## src/rtl/strobe_sched_pkg.sv

```systemverilog
// Shared types and the round-robin search used by the strobe scheduler.
package strobe_sched_pkg;

    typedef enum logic {
        CFG_IDLE  = 1'b0,
        CFG_APPLY = 1'b1
    } cfg_state_t;

    // Widest channel count the search helper handles; callers zero-extend into it.
    localparam int unsigned RR_MAX_CH = 32;
    localparam int unsigned RR_IDX_W  = 5;

    // Returns 1 when a pending bit was found; idx is the first set bit after 'last', wrapping at num_ch.
    function automatic logic rr_pick(
        input  logic [RR_MAX_CH-1:0] pending,
        input  int unsigned          last,
        input  int unsigned          num_ch,
        output int unsigned          idx
    );
        logic        found;
        int unsigned c;
        found = 1'b0;
        idx   = 0;
        c     = 0;
        for (int unsigned i = 1; i <= RR_MAX_CH; i++) begin
            if (i <= num_ch) begin
                c = (last + i) % num_ch;
                if (!found && pending[c[RR_IDX_W-1:0]]) begin
                    found = 1'b1;
                    idx   = c;
                end
            end
        end
        return found;
    endfunction

endpackage

```

## src/rtl/strobe_accum.sv

```systemverilog
// One phase-accumulator divider: acc/step/en registers with a synchronous config load.
module strobe_accum
    import strobe_sched_pkg::*;
#(
    parameter int ACC_WIDTH = 16
) (
    input  logic                 i_clk,
    input  logic                 i_rst,
    input  logic                 i_stb,
    input  logic                 i_load,
    input  logic [ACC_WIDTH-1:0] i_load_step,
    input  logic                 i_load_en,
    output logic                 o_carry,
    output logic                 o_en
);

    logic [ACC_WIDTH-1:0] acc_q, acc_d;
    logic [ACC_WIDTH-1:0] step_q, step_d;
    logic                 en_q, en_d;
    logic [ACC_WIDTH:0]   sum;

    always_comb begin
        sum     = {1'b0, acc_q} + {1'b0, step_q};
        acc_d   = acc_q;
        step_d  = step_q;
        en_d    = en_q;
        o_carry = 1'b0;
        // A config load wins over accumulation and suppresses the carry.
        if (i_load) begin
            acc_d  = '0;
            step_d = i_load_step;
            en_d   = i_load_en;
        end else if (i_stb && en_q) begin
            acc_d   = sum[ACC_WIDTH-1:0];
            o_carry = sum[ACC_WIDTH];
        end
    end

    always_ff @(posedge i_clk) begin
        if (i_rst) begin
            acc_q  <= '0;
            step_q <= '0;
            en_q   <= 1'b0;
        end else begin
            acc_q  <= acc_d;
            step_q <= step_d;
            en_q   <= en_d;
        end
    end

    assign o_en = en_q;

endmodule

```

## src/rtl/strobe_scheduler.sv

```systemverilog
// Multi-channel strobe scheduler: per-channel dividers, pending queue, round-robin
// output port and a two-state config write path.
module strobe_scheduler
    import strobe_sched_pkg::*;
#(
    parameter int NUM_CH    = 4,
    parameter int ACC_WIDTH = 16,
    parameter int CH_W      = $clog2(NUM_CH)
) (
    input  logic                 i_clk,
    input  logic                 i_rst,
    input  logic                 i_stb,
    input  logic                 i_cfg_valid,
    output logic                 o_cfg_ready,
    input  logic [CH_W-1:0]      i_cfg_ch,
    input  logic [ACC_WIDTH-1:0] i_cfg_step,
    input  logic                 i_cfg_en,
    output logic                 o_valid,
    input  logic                 i_ready,
    output logic [CH_W-1:0]      o_ch,
    output logic [NUM_CH-1:0]    o_drop,
    output logic [NUM_CH-1:0]    o_active
);

    logic [NUM_CH-1:0]    pending_q, pending_d;
    logic [NUM_CH-1:0]    drop_q, drop_d;
    logic [NUM_CH-1:0]    carry, en_vec, grant, load;
    logic                 valid_q, valid_d;
    logic [CH_W-1:0]      ch_q, ch_d;
    logic [CH_W-1:0]      last_q, last_d;
    cfg_state_t           cfg_state_q, cfg_state_d;
    logic [CH_W-1:0]      cfg_ch_q, cfg_ch_d;
    logic [ACC_WIDTH-1:0] cfg_step_q, cfg_step_d;
    logic                 cfg_en_q, cfg_en_d;
    logic                 cfg_ready;
    logic                 apply;
    logic                 pick_found;
    int unsigned          pick_idx;

    assign apply = (cfg_state_q == CFG_APPLY);

    for (genvar gi = 0; gi < NUM_CH; gi++) begin : g_ch
        assign load[gi] = apply && (cfg_ch_q == CH_W'(gi));

        strobe_accum #(
            .ACC_WIDTH(ACC_WIDTH)
        ) u_accum (
            .i_clk       (i_clk),
            .i_rst       (i_rst),
            .i_stb       (i_stb),
            .i_load      (load[gi]),
            .i_load_step (cfg_step_q),
            .i_load_en   (cfg_en_q),
            .o_carry     (carry[gi]),
            .o_en        (en_vec[gi])
        );
    end

    always_comb begin
        valid_d    = valid_q;
        ch_d       = ch_q;
        last_d     = last_q;
        grant      = '0;
        pick_idx   = 0;
        pick_found = rr_pick(RR_MAX_CH'(pending_q), 32'(last_q), NUM_CH, pick_idx);
        if (!valid_q || i_ready) begin
            valid_d = pick_found;
            if (pick_found) begin
                ch_d        = CH_W'(pick_idx);
                last_d      = CH_W'(pick_idx);
                grant[ch_d] = 1'b1;
            end
        end
        // A carry landing on the channel being granted re-arms it instead of dropping.
        drop_d    = carry & pending_q & ~grant;
        pending_d = (pending_q & ~grant) | carry;
        if (apply && !cfg_en_q) begin
            pending_d[cfg_ch_q] = 1'b0;
        end
    end

    always_comb begin
        cfg_state_d = cfg_state_q;
        cfg_ch_d    = cfg_ch_q;
        cfg_step_d  = cfg_step_q;
        cfg_en_d    = cfg_en_q;
        cfg_ready   = (cfg_state_q == CFG_IDLE) && !i_rst;
        case (cfg_state_q)
            CFG_IDLE: begin
                if (i_cfg_valid && cfg_ready) begin
                    cfg_ch_d    = i_cfg_ch;
                    cfg_step_d  = i_cfg_step;
                    cfg_en_d    = i_cfg_en;
                    cfg_state_d = CFG_APPLY;
                end
            end
            CFG_APPLY: cfg_state_d = CFG_IDLE;
            default:   cfg_state_d = CFG_IDLE;
        endcase
    end

    always_ff @(posedge i_clk) begin
        if (i_rst) begin
            pending_q   <= '0;
            drop_q      <= '0;
            valid_q     <= 1'b0;
            ch_q        <= '0;
            last_q      <= CH_W'(NUM_CH - 1);
            cfg_state_q <= CFG_IDLE;
            cfg_ch_q    <= '0;
            cfg_step_q  <= '0;
            cfg_en_q    <= 1'b0;
        end else begin
            pending_q   <= pending_d;
            drop_q      <= drop_d;
            valid_q     <= valid_d;
            ch_q        <= ch_d;
            last_q      <= last_d;
            cfg_state_q <= cfg_state_d;
            cfg_ch_q    <= cfg_ch_d;
            cfg_step_q  <= cfg_step_d;
            cfg_en_q    <= cfg_en_d;
        end
    end

    assign o_cfg_ready = cfg_ready;
    assign o_valid     = valid_q;
    assign o_ch        = ch_q;
    assign o_drop      = drop_q;
    assign o_active    = en_vec;

endmodule

```

## config.mk

```make
export PLATFORM = sky130hd
export DESIGN_NAME = strobe_scheduler
export DESIGN_NICKNAME = d
export VERILOG_FILES = /design/src/rtl/strobe_sched_pkg.sv /design/src/rtl/strobe_accum.sv /design/src/rtl/strobe_scheduler.sv
export SDC_FILE = /design/constraint.sdc
export NUM_CORES = 1
export LEC_CHECK = 0
export ABC_AREA = 1
export ABC_CLOCK_PERIOD_IN_PS = 5100
export CORE_UTILIZATION = 55
export DETAILED_ROUTE_END_ITERATION = 10
export PLACE_DENSITY_LB_ADDON = 0.2
export SLEW_MARGIN = 20
export SYNTH_ARGS = -nofsm -noshare
export SYNTH_HDL_FRONTEND = slang
export SYNTH_SLANG_ARGS = --single-unit
export TNS_END_PERCENT = 100
```

## constraint.sdc

```tcl
create_clock -name i_clk -period 5.1 [get_ports i_clk]
set_input_delay 1.53 -clock i_clk [delete_from_list [all_inputs] [get_ports i_clk]]
set_output_delay 1.53 -clock i_clk [all_outputs]
set_load 0.02 [all_outputs]
```

# Word-level counts from Yosys, hierarchy flattened

Cells that the tools add are included.

Flip-flop bits (word level): 165
Input port bits: 24
Output and inout bits: 12
Word-level logic and storage cells: 111

$add $sub $neg: 8
Magnitude comparators: 8
Equality and inequality tests: 3
Multiplexer cells: 33
Bitwise gates (word level): 8
Reduce and logical (&&, ||, !) cells: 30

Operator list:

| cell                                                                          | count |
|---|---|
| 16-bit by 16-bit adder with 17-bit output                                     | 4 |
| 2-bit by 6-bit less-than comparator with 1-bit output (second input constant) | 4 |
| 1-bit 2-to-1 mux                                                              | 19 |
| 4-bit bitwise AND                                                             | 4 |
| 1-bit logical AND                                                             | 16 |
| 4-bit 2-to-1 mux                                                              | 3 |
| 1-bit binary-select mux with 2-bit select                                     | 4 |
| 2-bit 2-to-1 mux                                                              | 4 |
| 4-bit inverter                                                                | 2 |
| 2-bit OR reduction                                                            | 4 |
| 1-bit logical NOT                                                             | 6 |
| 2-bit by 3-bit less-than comparator with 1-bit output (second input constant) | 2 |
| 2-bit by 1-bit adder with 2-bit output (second input constant)                | 2 |
| 2-bit adder (second input constant)                                           | 2 |
| 1-bit demux with 2-bit select                                                 | 2 |
| 2-bit == test (second input constant)                                         | 2 |
| 2-bit by 1-bit >= comparator with 1-bit output (second input constant)        | 2 |
| 4-bit bitwise OR                                                              | 1 |
| 2-bit AND reduction                                                           | 2 |
| 2-bit by 1-bit == test with 1-bit output (second input constant)              | 1 |
| 2-bit logical NOT                                                             | 1 |
| 1-bit one-hot mux with 2 select lines                                         | 1 |
| 1-bit logical OR                                                              | 1 |
| 1-bit inverter                                                                | 1 |

# Longest topological paths before layout

Gate-level depths: netlist of the first run.

Word-level depth: 24
Gate-level depth with buffers: 15
Depth with buffers taken out: 14

# By module

A second synthesis of the first run with hierarchy kept.

Cells, all modules: 1583
Area, all modules: 10242.3 µm²

By module, submodules not included:

| module                              | times used | cells each | area each (µm²) | seq. area each (µm²) |
|---|---|---|---|---|
| strobe_accum at g_ch[1].u_accum ... | 3          | 343        | 2173.3          | 660.6 |
| strobe_accum at g_ch[0].u_accum     | 1          | 343        | 2169.6          | 660.6 |
| strobe_scheduler                    | 1          | 211        | 1552.7          | 660.6 |

# Least setup slack after synthesis of the first run

OpenSTA, ideal clock, no wires.

Path type: in2out
Start: in i_rst
End: out o_cfg_ready
Data arrival time: 1.981 ns
Required time: 3.570 ns
Setup slack: 1.589 ns
Stages: 2
Buffers on the path: 1
Cells stage by stage: buf_2 > nor2_1

Word-level cells in the longest chain between the ends: 2

RTL lines:

| what              | RTL line               | source |
|---|---|---|
| from (decl)       | strobe_scheduler.sv:11 | `input logic i_rst,` |
| 1-bit logical NOT | strobe_scheduler.sv:87 | `cfg_ready = (cfg_state_q == CFG_IDLE) && !i_rst;` |
| 1-bit logical AND | strobe_scheduler.sv:87 |  |
| to (decl)         | strobe_scheduler.sv:14 | `output logic o_cfg_ready,` |

Every way passes these cells.

# Worst setup path in the final report of the first run

Same ends and word-level chain as after synthesis.

==> impl_results.md, run 1 <==
* Crit share post-route at 0.853
* R2R setup slack at 2.44 ns
* Clock buffer depth at 2
* Total wire length at 22.4 mm
* Register area share after synthesis at 0.358
* Ant diodes at 0
* Post-route ant nets at 0
* Row cnt at 46
* CTS tree: built
* DP HPWL at 15.7 mm
* Cell-internal power at between 2 and 2.5 mW
* Clock transition at the registers of the reported paths at about 0.06 ns
* Slew margin rel. at 0.247
* Vias in the first global route at about 7500
* Clock period minus worst slack at between 4 and 5 ns
* Max-slew violations at 0
* Crit path max fanout at 2
* Total Routing Usage GR at 0.266
* Pre-CTS setup slack at approximately 0.74 ns
* Final setup margin at between 0.7 and 0.8 ns
* Vias at 8187
* Yosys Warn Count at 0
* GPL Wtd Cong at 0.897
* Min-delay src: g_ch[1].u_accum.o_en$_SDFFE_PP0P_
* Final #Nets at between 1000 and 1500
* R2R cell count at 7
* Routed WL per cell at roughly 15 µm
* Post-CTS Hold Fix Bufs at 0
* Final setup violation count at 0
* Sw Ratio at 0.280
* Clock Latency Late Sink at approximately 0.43 ns
* Maximum VDD drop at 0.265 mV
* Post-route DRC violation count at 0
* Cell count after synthesis at about 1300
* Synth Flop Type: dfxtp_1
* Num ports at 36
* Clk network pwr share at 0.404
* # port buffers at 35
* Die Span Y at between 100 and 150 µm
* Post-synth EDFFs at 0
* Worst Hold End: g_ch[1].u_accum.o_en$_SDFFE_PP0P_
* Status: finished clean
* Clk sink count at approximately 170
* Crit end category: output pin
* F_max at between 200 and 250 MHz
* Clock Skew at between 0.008 and 0.009 ns
* Layout cells sized above 1 at 0.0571
* Crit path DAT at approximately 2.8 ns
* Sequential cell fraction of total power at 0.445
* Async SR Flop Fraction at 0
* Number of max-cap violations at 0
* Area Overhead vs Synth at 11.2%
* Seq cells post-synth at 165
* Synthesized area at between 0.009 and 0.01 mm²
* R2r startpoint: apply$_SDFF_PN0_
* Final Util at 0.637
* Sw power at 877 µW
* Worst Tran Pin Value at 1.13 ns
* Final hold vios at 0
* Hold path cells at 2
* Largest net degree at the start of global routing at 33
* Setup CP Type: in -> out
* Placeable Area at roughly 0.016 mm²
* Power Dens Cells at between 300 and 400 mW/mm²
* Avg Cell Area, Syn at 7.20 µm²
* Die area at between 0.015 and 0.02 mm²
* Setup Fix Bufs, Post-CTS at 0
* # H-tree levels at 4
* First-pass GRT wire length at 37.0 mm
* Hold Crit Class: reg -> reg
* Initial core utilization at 0.573
* Clk root buf: clkbuf_16
* DR iter-0 viols at just over 600
* Number of vias per cell at roughly 5.4
* CTS Buf Count at 17
* Setup crit start kind: primary input
* Comb power frac at 0.152
* Resize count post-CTS at 0
* Leakage at roughly 5.1 nW
* Worst EP required at ~3.6 ns
* Netlist cell types at between 40 and 50
* RSZ-0062 raised after global routing: false
* Fin Setup TNS at 0 ns
* Die width at ~130 µm
* Net Count, Synth at roughly 1400
* 1st-pass router iterations at 5
* Antenna violations before repair at 0
* R2r endpoint: g_ch[3].u_accum.acc_q[8]$_SDFFE_PP0P_
* Grt ovf at 0
per-stage QoR:
step	cell area (µm²)	total power, mW	hold WS (ns)	cells
6_report	10300	3.14	0.466	1529
5_1_grt	10300	3.25	0.493	1529
4_1_cts	10300	3.15	0.465	1529
3_5_place_dp	9700	1.89	0.456	1498
3_3_place_gp	9700	1.88	0.452	1498
2_1_floorplan	9230	1.78	0.439	1283
state kept, by name (all words and copies together) (netlist names):
name,count
g_ch.u_accum.acc_q,64
g_ch.u_accum.step_q,64
cfg_step_q,16
g_ch.u_accum.o_en,4
o_drop,4
pending_q,4
cfg_ch_q,2
last_q,2
o_ch,2
apply,1
cfg_en_q,1
o_valid,1
cell usage in the layout, fill, tap and decap left out, types with 3 or more instances in the layout:
master,instances
nor2_4,4
a21boi_0,3
nor3_2,3
a21oi_1,109
inv_1,191
a22oi_1,48
inv_2,4
ha_1,64
xnor2_1,13
o31ai_1,4
a211oi_1,4
nand3_1,61
nor2_1,132
fa_1,4
a31oi_1,7
nor3_1,13
nand2_2,13
nand2_1,230
clkdlybuf4s50_1,35
clkinvlp_4,3
nand2_4,4
dfxtp_1,165
nand4_1,7
nand3_2,4
xor2_1,23
o21ai_0,94
o21bai_1,14
a21o_1,5
clkbuf_16,17
buf_4,7
a21oi_2,4
clkbuf_1,4
cell usage after synthesis, drive strengths merged (13+ instances only):
cell | number | share of area
nand3 | 65 | 0.037
a22oi | 48 | 0.039
o21bai | 14 | 0.011
a21oi | 113 | 0.063
buf | 19 | 0.013
ha | 64 | 0.087
nor3 | 16 | 0.010
o21ai | 95 | 0.052
nor2 | 137 | 0.059
dfxtp | 165 | 0.36
xor2 | 23 | 0.022
clkbuf | 24 | 0.010
nand2 | 247 | 0.11
inv | 196 | 0.080
xnor2 | 13 | 0.012
worst max-delay path by stage:
stage	from	endpoint	slack, ns
after global placement	i_rst	o_cfg_ready	0.73
after detailed placement	i_rst	o_cfg_ready	0.74
after global routing	i_rst	o_cfg_ready	0.71
after CTS	i_rst	o_cfg_ready	0.73
after floorplan	i_rst	o_cfg_ready	1.59
final	i_rst	o_cfg_ready	0.75
power by group through the flow:
stage / clock network, mW / registers [mW] / logic (mW)
6_report: 1.27 / 1.39 / 0.475
5_1_grt: 1.33 / 1.40 / 0.524
4_1_cts: 1.28 / 1.39 / 0.475
3_5_place_dp: 0 / 1.42 / 0.472
3_3_place_gp: 0 / 1.42 / 0.462
2_1_floorplan: 0 / 1.41 / 0.366
layer usage:
layer | wire [µm] | GRT usage
met1 | 10300 | 0.343
met2 | 10600 | 0.448
met3 | 854 | 0.0417
met4 | 601 | 0.0969
met5 | 0 | 0
cells by family after synthesis:
| logic type | after synthesis | synth area share |
|---|---|---|
| buf+inv | 241 | 0.104 |
| flops | 165 | 0.358 |
| fa+ha+maj | 68 | 0.0954 |
| xor+xnor | 36 | 0.0342 |
| compound gates | 298 | 0.188 |
| simple gates | 475 | 0.221 |
worst max-delay path: stages:
cell             delay, ns
clkdlybuf4s50_1       0.44
nor2_1                0.18
clkdlybuf4s50_1       0.66
layout make-up:
type	instances	area (µm²)
Clock buffer	23	468
Clock inverter	8	101
Fill cell	1462	5850
Inverter	198	748
Multi-Input combinational cell	877	4970
Sequential cell	165	3300
Tap cell	216	270
Timing Repair Buffer	42	403
No activity file was read; power rests on OpenSTA's default activity.
==> run 2: changes to the inputs <==
Settings changed: CORE_MARGIN set to 2.
==> run 2 against run 1 <==
  * Design area up 0.43%
  * Register-to-register slack better by 0.12 ns
  * Sequential share of layout area down 0.14 points
  * Critical endpoint unchanged
  * Via count down 0.37%
  * Core utilization down 1.1 points
==> impl_results.md, run 2 (synthesized netlist as in run 1, its figures left out) <==
* # H-tree levels at 4
* Critical Path Most Common Cell: clkdlybuf4s50_1
* Cell Count, Final, Fillers Out at ~1500
* GR Util met3 at 0.0400
* Crit end category: output pin
* Crit-path cells: clkdlybuf4s50_1, nor2_1, clkdlybuf4s50_1
* Setup Fix Bufs, Post-CTS at 0
* Clock transition at the registers of the reported paths at around 0.06 ns
* Total wire length at 21.8 mm
* Layout cells sized above 1 at 0.0630
* Largest net degree at the start of global routing at 40
* Die area at approximately 0.018 mm²
* R2r startpoint: apply$_SDFF_PN0_
* Power Dens Cells at ~300 mW/mm²
* Placed cells at 1505
* Met1 layer usage reported by global route at 0.335
* Slew margin rel. at 0.287
* Maximum VDD drop at about 0.32 mV
* Worst Hold End: g_ch[1].u_accum.acc_q[0]$_SDFFE_PP0P_
* Setup crit start kind: primary input
* DP HPWL at roughly 16 mm
* Setup CP Type: in -> out
* Clk sink count at around 170
* 1st-pass router iterations at 5
* Final #Nets at 1396
* Area Overhead vs Synth at 11.7%
* Met2 Track Usage GR at 0.407
* Ant diodes at 0
* Routed WL per cell at 14.2 µm
* Total Routing Usage GR at 0.252
* Crit path max fanout at 2
* First-pass GRT wire length at between 30 and 40 mm
* R2R cell count at 7
* Max-slew violations at 0
* Commonest non-fill, non-tap cell in the layout: nand2_1
* Worst Tran Pin Value at around 1.1 ns
* Placeable Area at 0.0165 mm²
* Num ports at 36
* Vias at 8157
* Slowest-stage cell, CP: clkdlybuf4s50_1
* Fin Setup TNS at 0 ns
* Clk root buf: clkbuf_16
* GRT Max-Usage Layer: met2
* Number of max-cap violations at 0
* Antenna violations before repair at 0
* Hold Crit Class: reg -> reg
* Max stage delay on crit path at between 0.6 and 0.7 ns
* Leakage at just over 5 nW
* CTS tree: built
* Final hold vios at 0
* Min-delay src: g_ch[1].u_accum.acc_q[0]$_SDFFE_PP0P_
* Clock Skew at about 0.0068 ns
* Post-route ant nets at 0
* Die width at about 130 µm
* F_max at roughly 230 MHz
* DR iter-0 viols at slightly below 700
* Final setup violation count at 0
* Clock period minus worst slack at between 4 and 5 ns
* Die Span Y at 134 µm
* Commonest non-fill, non-tap cells in the layout: 230 x nand2_1, 191 x inv_1, 165 x dfxtp_1
* Status: finished clean
* GPL Wtd Cong at 0.912
* R2r endpoint: g_ch[1].u_accum.o_en$_SDFFE_PP0P_
* Post-route DRC violation count at 0
* Clock Latency Late Sink at approximately 0.44 ns
* Crit share post-route at 0.870
* Number of vias per cell at approximately 5.3
* Grt ovf at 0
* Buffers plus inverters on the worst setup path at 2
* Crit path DAT at 2.91 ns
* RSZ-0062 raised after global routing: false
* Clock buffer depth at 2
* CTS Buf Count at 17
* R2R setup slack at ~2.6 ns
* Hold path cells at 2
* Vias in the first global route at between 7000 and 8000
* Post-CTS Hold Fix Bufs at 0
* Largest registers: g_ch.u_accum.acc_q: 64 flops, g_ch.u_accum.step_q: 64 flops, cfg_step_q: 16 flops
* CP top delay family: buffers and inverters
* Resize count post-CTS at 0
* Worst EP required at around 3.6 ns
* # port buffers at 35
* Row cnt at 47
* Initial core utilization at 0.561
run 2: cell count changes in the layout (fill, tap and decap cells not counted):
cell      previous run  this run
inv_6                1         6
clkbuf_1             4         0
buf_4                7        10
clkinv_2             2         4
clkbuf_8             2         1
clkinv_4             1         0
run 2: per-stage QoR:
stage,hold slack [ns],area [µm²],worst slack (ns),total power [mW],util
after floorplan,0.439,9230,1.59,1.78,-
final,0.474,10300,0.661,3.17,0.626
after CTS,0.474,10300,0.683,3.18,0.626
after detailed placement,0.464,9730,0.694,1.89,0.591
after global placement,0.452,9730,0.670,1.88,0.591
after global routing,0.497,10300,0.633,3.29,0.626
run 2: worst reg2reg max path: cells and delay by family, from the launching register on:
family | cells | cell delay [ns]
AO/OA/AOI/OAI | 1 | 0.06
flip-flops | 1 | 0.31
buffers and inverters | 3 | 0.65
AND/OR/NAND/NOR | 3 | 1.38
run 2: metal layers:
| layer | vias to the layer above | part of all wire | routed length (µm) |
|---|---|---|---|
| met5 | - | 0 | 0 |
| met4 | 0 | 0.038 | 819 |
| met3 | 52 | 0.033 | 712 |
| met2 | 149 | 0.45 | 9820 |
| met1 | 3729 | 0.48 | 10500 |
| li1 | 4227 | - | - |
run 2: where the power goes:
| part | total [mW] | switching, mW | internal, mW |
|---|---|---|---|
| combinational | 0.472 | 0.303 | 0.169 |
| sequential | 1.40 | 0.0499 | 1.35 |
| clock | 1.30 | 0.561 | 0.738 |
| total | 3.17 | 0.915 | 2.25 |
run 2: final cells by class:
type | count | area [µm²]
Fill cell | 1500 | 6150
Multi-Input combinational cell | 877 | 4970
Sequential cell | 165 | 3300
Inverter | 198 | 748
Clock buffer | 18 | 439
Timing Repair Buffer | 45 | 425
Tap cell | 220 | 275
Clock inverter | 14 | 146
run 2: worst max path at each step:
stage                     startpoint          end  slack [ns]  cells past startpoint
after global routing           i_rst  o_cfg_ready        0.63                      3
after floorplan                i_rst  o_cfg_ready        1.59                      2
after CTS                      i_rst  o_cfg_ready        0.68                      3
after detailed placement       i_rst  o_cfg_ready        0.69                      3
after global placement         i_rst  o_cfg_ready        0.67                      3
final                          i_rst  o_cfg_ready        0.66                      3
==> run 3: changes to the inputs <==
Settings changed: MAX_ROUTING_LAYER set to met4.
==> run 3 against run 2 <==
  * Flip-flop and latch count unchanged
  * Largest power group unchanged
  * Non-clock buffer count is the same
  * Hold slack about the same
  * Total power rose by 0.38%
  * Critical path type unchanged
==> impl_results.md, run 3 (synthesized netlist as in run 1, its figures left out) <==
* Total wire length at 22.0 mm
* # H-tree levels at 4
* Worst Tran Pin Value at approximately 1.1 ns
* Hold path cells at 2
* Fin Setup TNS at 0 ns
* Pre-CTS setup slack at between 0.7 and 0.8 ns
* Hold Crit Class: reg -> reg
* Crit-path cells: clkdlybuf4s50_1, nor2_1, clkdlybuf4s50_1
* Final setup margin at 0.670 ns
* Final setup violation count at 0
* Critical Path Most Common Cell: clkdlybuf4s50_1
* CP top delay family: buffers and inverters
* Post-route DRC violation count at 0
* Crit path DAT at approximately 2.9 ns
* Worst Hold End: g_ch[1].u_accum.acc_q[0]$_SDFFE_PP0P_
* Number of max-cap violations at 0
* Ant diodes at 0
* Die area at approximately 0.018 mm²
* Worst EP required at 3.57 ns
* R2r endpoint: g_ch[1].u_accum.o_en$_SDFFE_PP0P_
* Cell Count, Final, Fillers Out at ~1500
* Clk sink count at 165
* F_max at roughly 230 MHz
* Post-CTS Hold Fix Bufs at 0
* Setup Fix Bufs, Post-CTS at 0
* Die Span Y at between 100 and 150 µm
* Die width at 134 µm
* Commonest non-fill, non-tap cells in the layout: 230 x nand2_1, 191 x inv_1, 165 x dfxtp_1
* CTS tree: built
* Leakage at approximately 5.1 nW
* Final #Nets at between 1000 and 1500
* Grt ovf at 0
* Number of vias per cell at between 5 and 6
* Setup CP Type: in -> out
* Min-delay src: g_ch[1].u_accum.acc_q[0]$_SDFFE_PP0P_
* First-pass GRT wire length at around 36 mm
* R2R setup slack at about 2.5 ns
* Max stage delay on crit path at between 0.6 and 0.7 ns
* Clk root buf: clkbuf_16
* Antenna violations before repair at 0
* R2R cell count at 7
* Num ports at 36
* Row cnt at between 40 and 50
* DR iter-0 viols at just over 600
* Status: finished clean
* Placed cells at about 1500
* Crit share post-route at 0.869
* Vias in the first global route at between 7000 and 8000
* Placeable Area at about 0.016 mm²
* Clock transition at the registers of the reported paths at 0.06 ns
* Crit end category: output pin
* Resize count post-CTS at 0
* Setup crit start kind: primary input
* Area Overhead vs Synth at 11.8%
* Power Dens Cells at just over 300 mW/mm²
* Largest registers: g_ch.u_accum.acc_q: 64 flops, g_ch.u_accum.step_q: 64 flops, cfg_step_q: 16 flops
* Vias at 8157
* Clock buffer depth at 2
* RSZ-0062 raised after global routing: false
* GPL Wtd Cong at 0.923
* Slew margin rel. at 0.279
* Layout cells sized above 1 at 0.0630
* Post-route ant nets at 0
* Clock Skew at between 0.008 and 0.009 ns
* Clock Latency Late Sink at approximately 0.43 ns
* # port buffers at 35
* Clock period minus worst slack at roughly 4.4 ns
* Largest net degree at the start of global routing at 40
* DP HPWL at approximately 16 mm
* Total Routing Usage GR at 0.261
* R2r startpoint: apply$_SDFF_PN0_
* Total power at between 3 and 4 mW
* 1st-pass router iterations at 5
* CTS Buf Count at 17
* Maximum VDD drop at roughly 0.27 mV
* Max-slew violations at 0
* Initial core utilization at 0.561
* Final hold vios at 0
* Commonest non-fill, non-tap cell in the layout: nand2_1
* Buffers plus inverters on the worst setup path at 2
* Slowest-stage cell, CP: clkdlybuf4s50_1
* Routed WL per cell at 14.3 µm
* Crit path max fanout at 2
run 3: cell count changes in the layout (fill, tap and decap cells not counted), sizes merged:
cell and change:
clkinvlp -1, inv -1, clkbuf +1, clkinv +1
run 3: worst register-to-register path, cell delays in order, from the launching register on:
cell	delay (ns)
dfxtp_1	0.31
buf_4	0.26
nand3_1	0.66
nand2_1	0.58
buf_4	0.29
inv_1	0.09
nor2_1	0.18
a21oi_1	0.06
run 3: per-stage QoR:
step / utilization / cell area (µm²) / hold slack, ns
6_report: 0.627 / 10300 / 0.475
5_1_grt: 0.627 / 10300 / 0.494
4_1_cts: 0.627 / 10300 / 0.474
3_5_place_dp: 0.591 / 9730 / 0.465
3_3_place_gp: 0.591 / 9730 / 0.452
2_1_floorplan: - / 9230 / 0.439
run 3: per-layer routing:
layer / routed length, µm / up-vias / part of all wire / global-route usage
li1: - / 4234 / - / -
met1: 10300 / 3726 / 0.47 / 0.340
met5: 0 / - / 0 / -
met3: 906 / 25 / 0.041 / 0.0388
met2: 10500 / 172 / 0.48 / 0.422
met4: 365 / 0 / 0.017 / 0.0757
run 3: where the power goes:
group | leakage [nW] | internal (mW) | switching, mW | total (mW)
clock network | 0.292 | 0.754 | 0.559 | 1.31
registers | 1.34 | 1.35 | 0.0484 | 1.39
logic | 3.46 | 0.169 | 0.304 | 0.473
total | 5.09 | 2.27 | 0.911 | 3.18
run 3: layout make-up:
| type | count | area (µm²) |
|---|---|---|
| inverter | 198 | 748 |
| clock inverter | 13 | 145 |
| sequential | 165 | 3300 |
| tap | 220 | 275 |
| clock buffer | 19 | 453 |
| multi-input combinational | 877 | 4970 |
| timing repair buffer | 45 | 425 |
| fill | 1491 | 6140 |
run 3: how the worst max path moves through the flow:
| stage | start | endpoint | cells past startpoint |
|---|---|---|---|
| after floorplan | i_rst | o_cfg_ready | 2 |
| after global placement | i_rst | o_cfg_ready | 3 |
| after detailed placement | i_rst | o_cfg_ready | 3 |
| after CTS | i_rst | o_cfg_ready | 3 |
| after global routing | i_rst | o_cfg_ready | 3 |
| final | i_rst | o_cfg_ready | 3 |
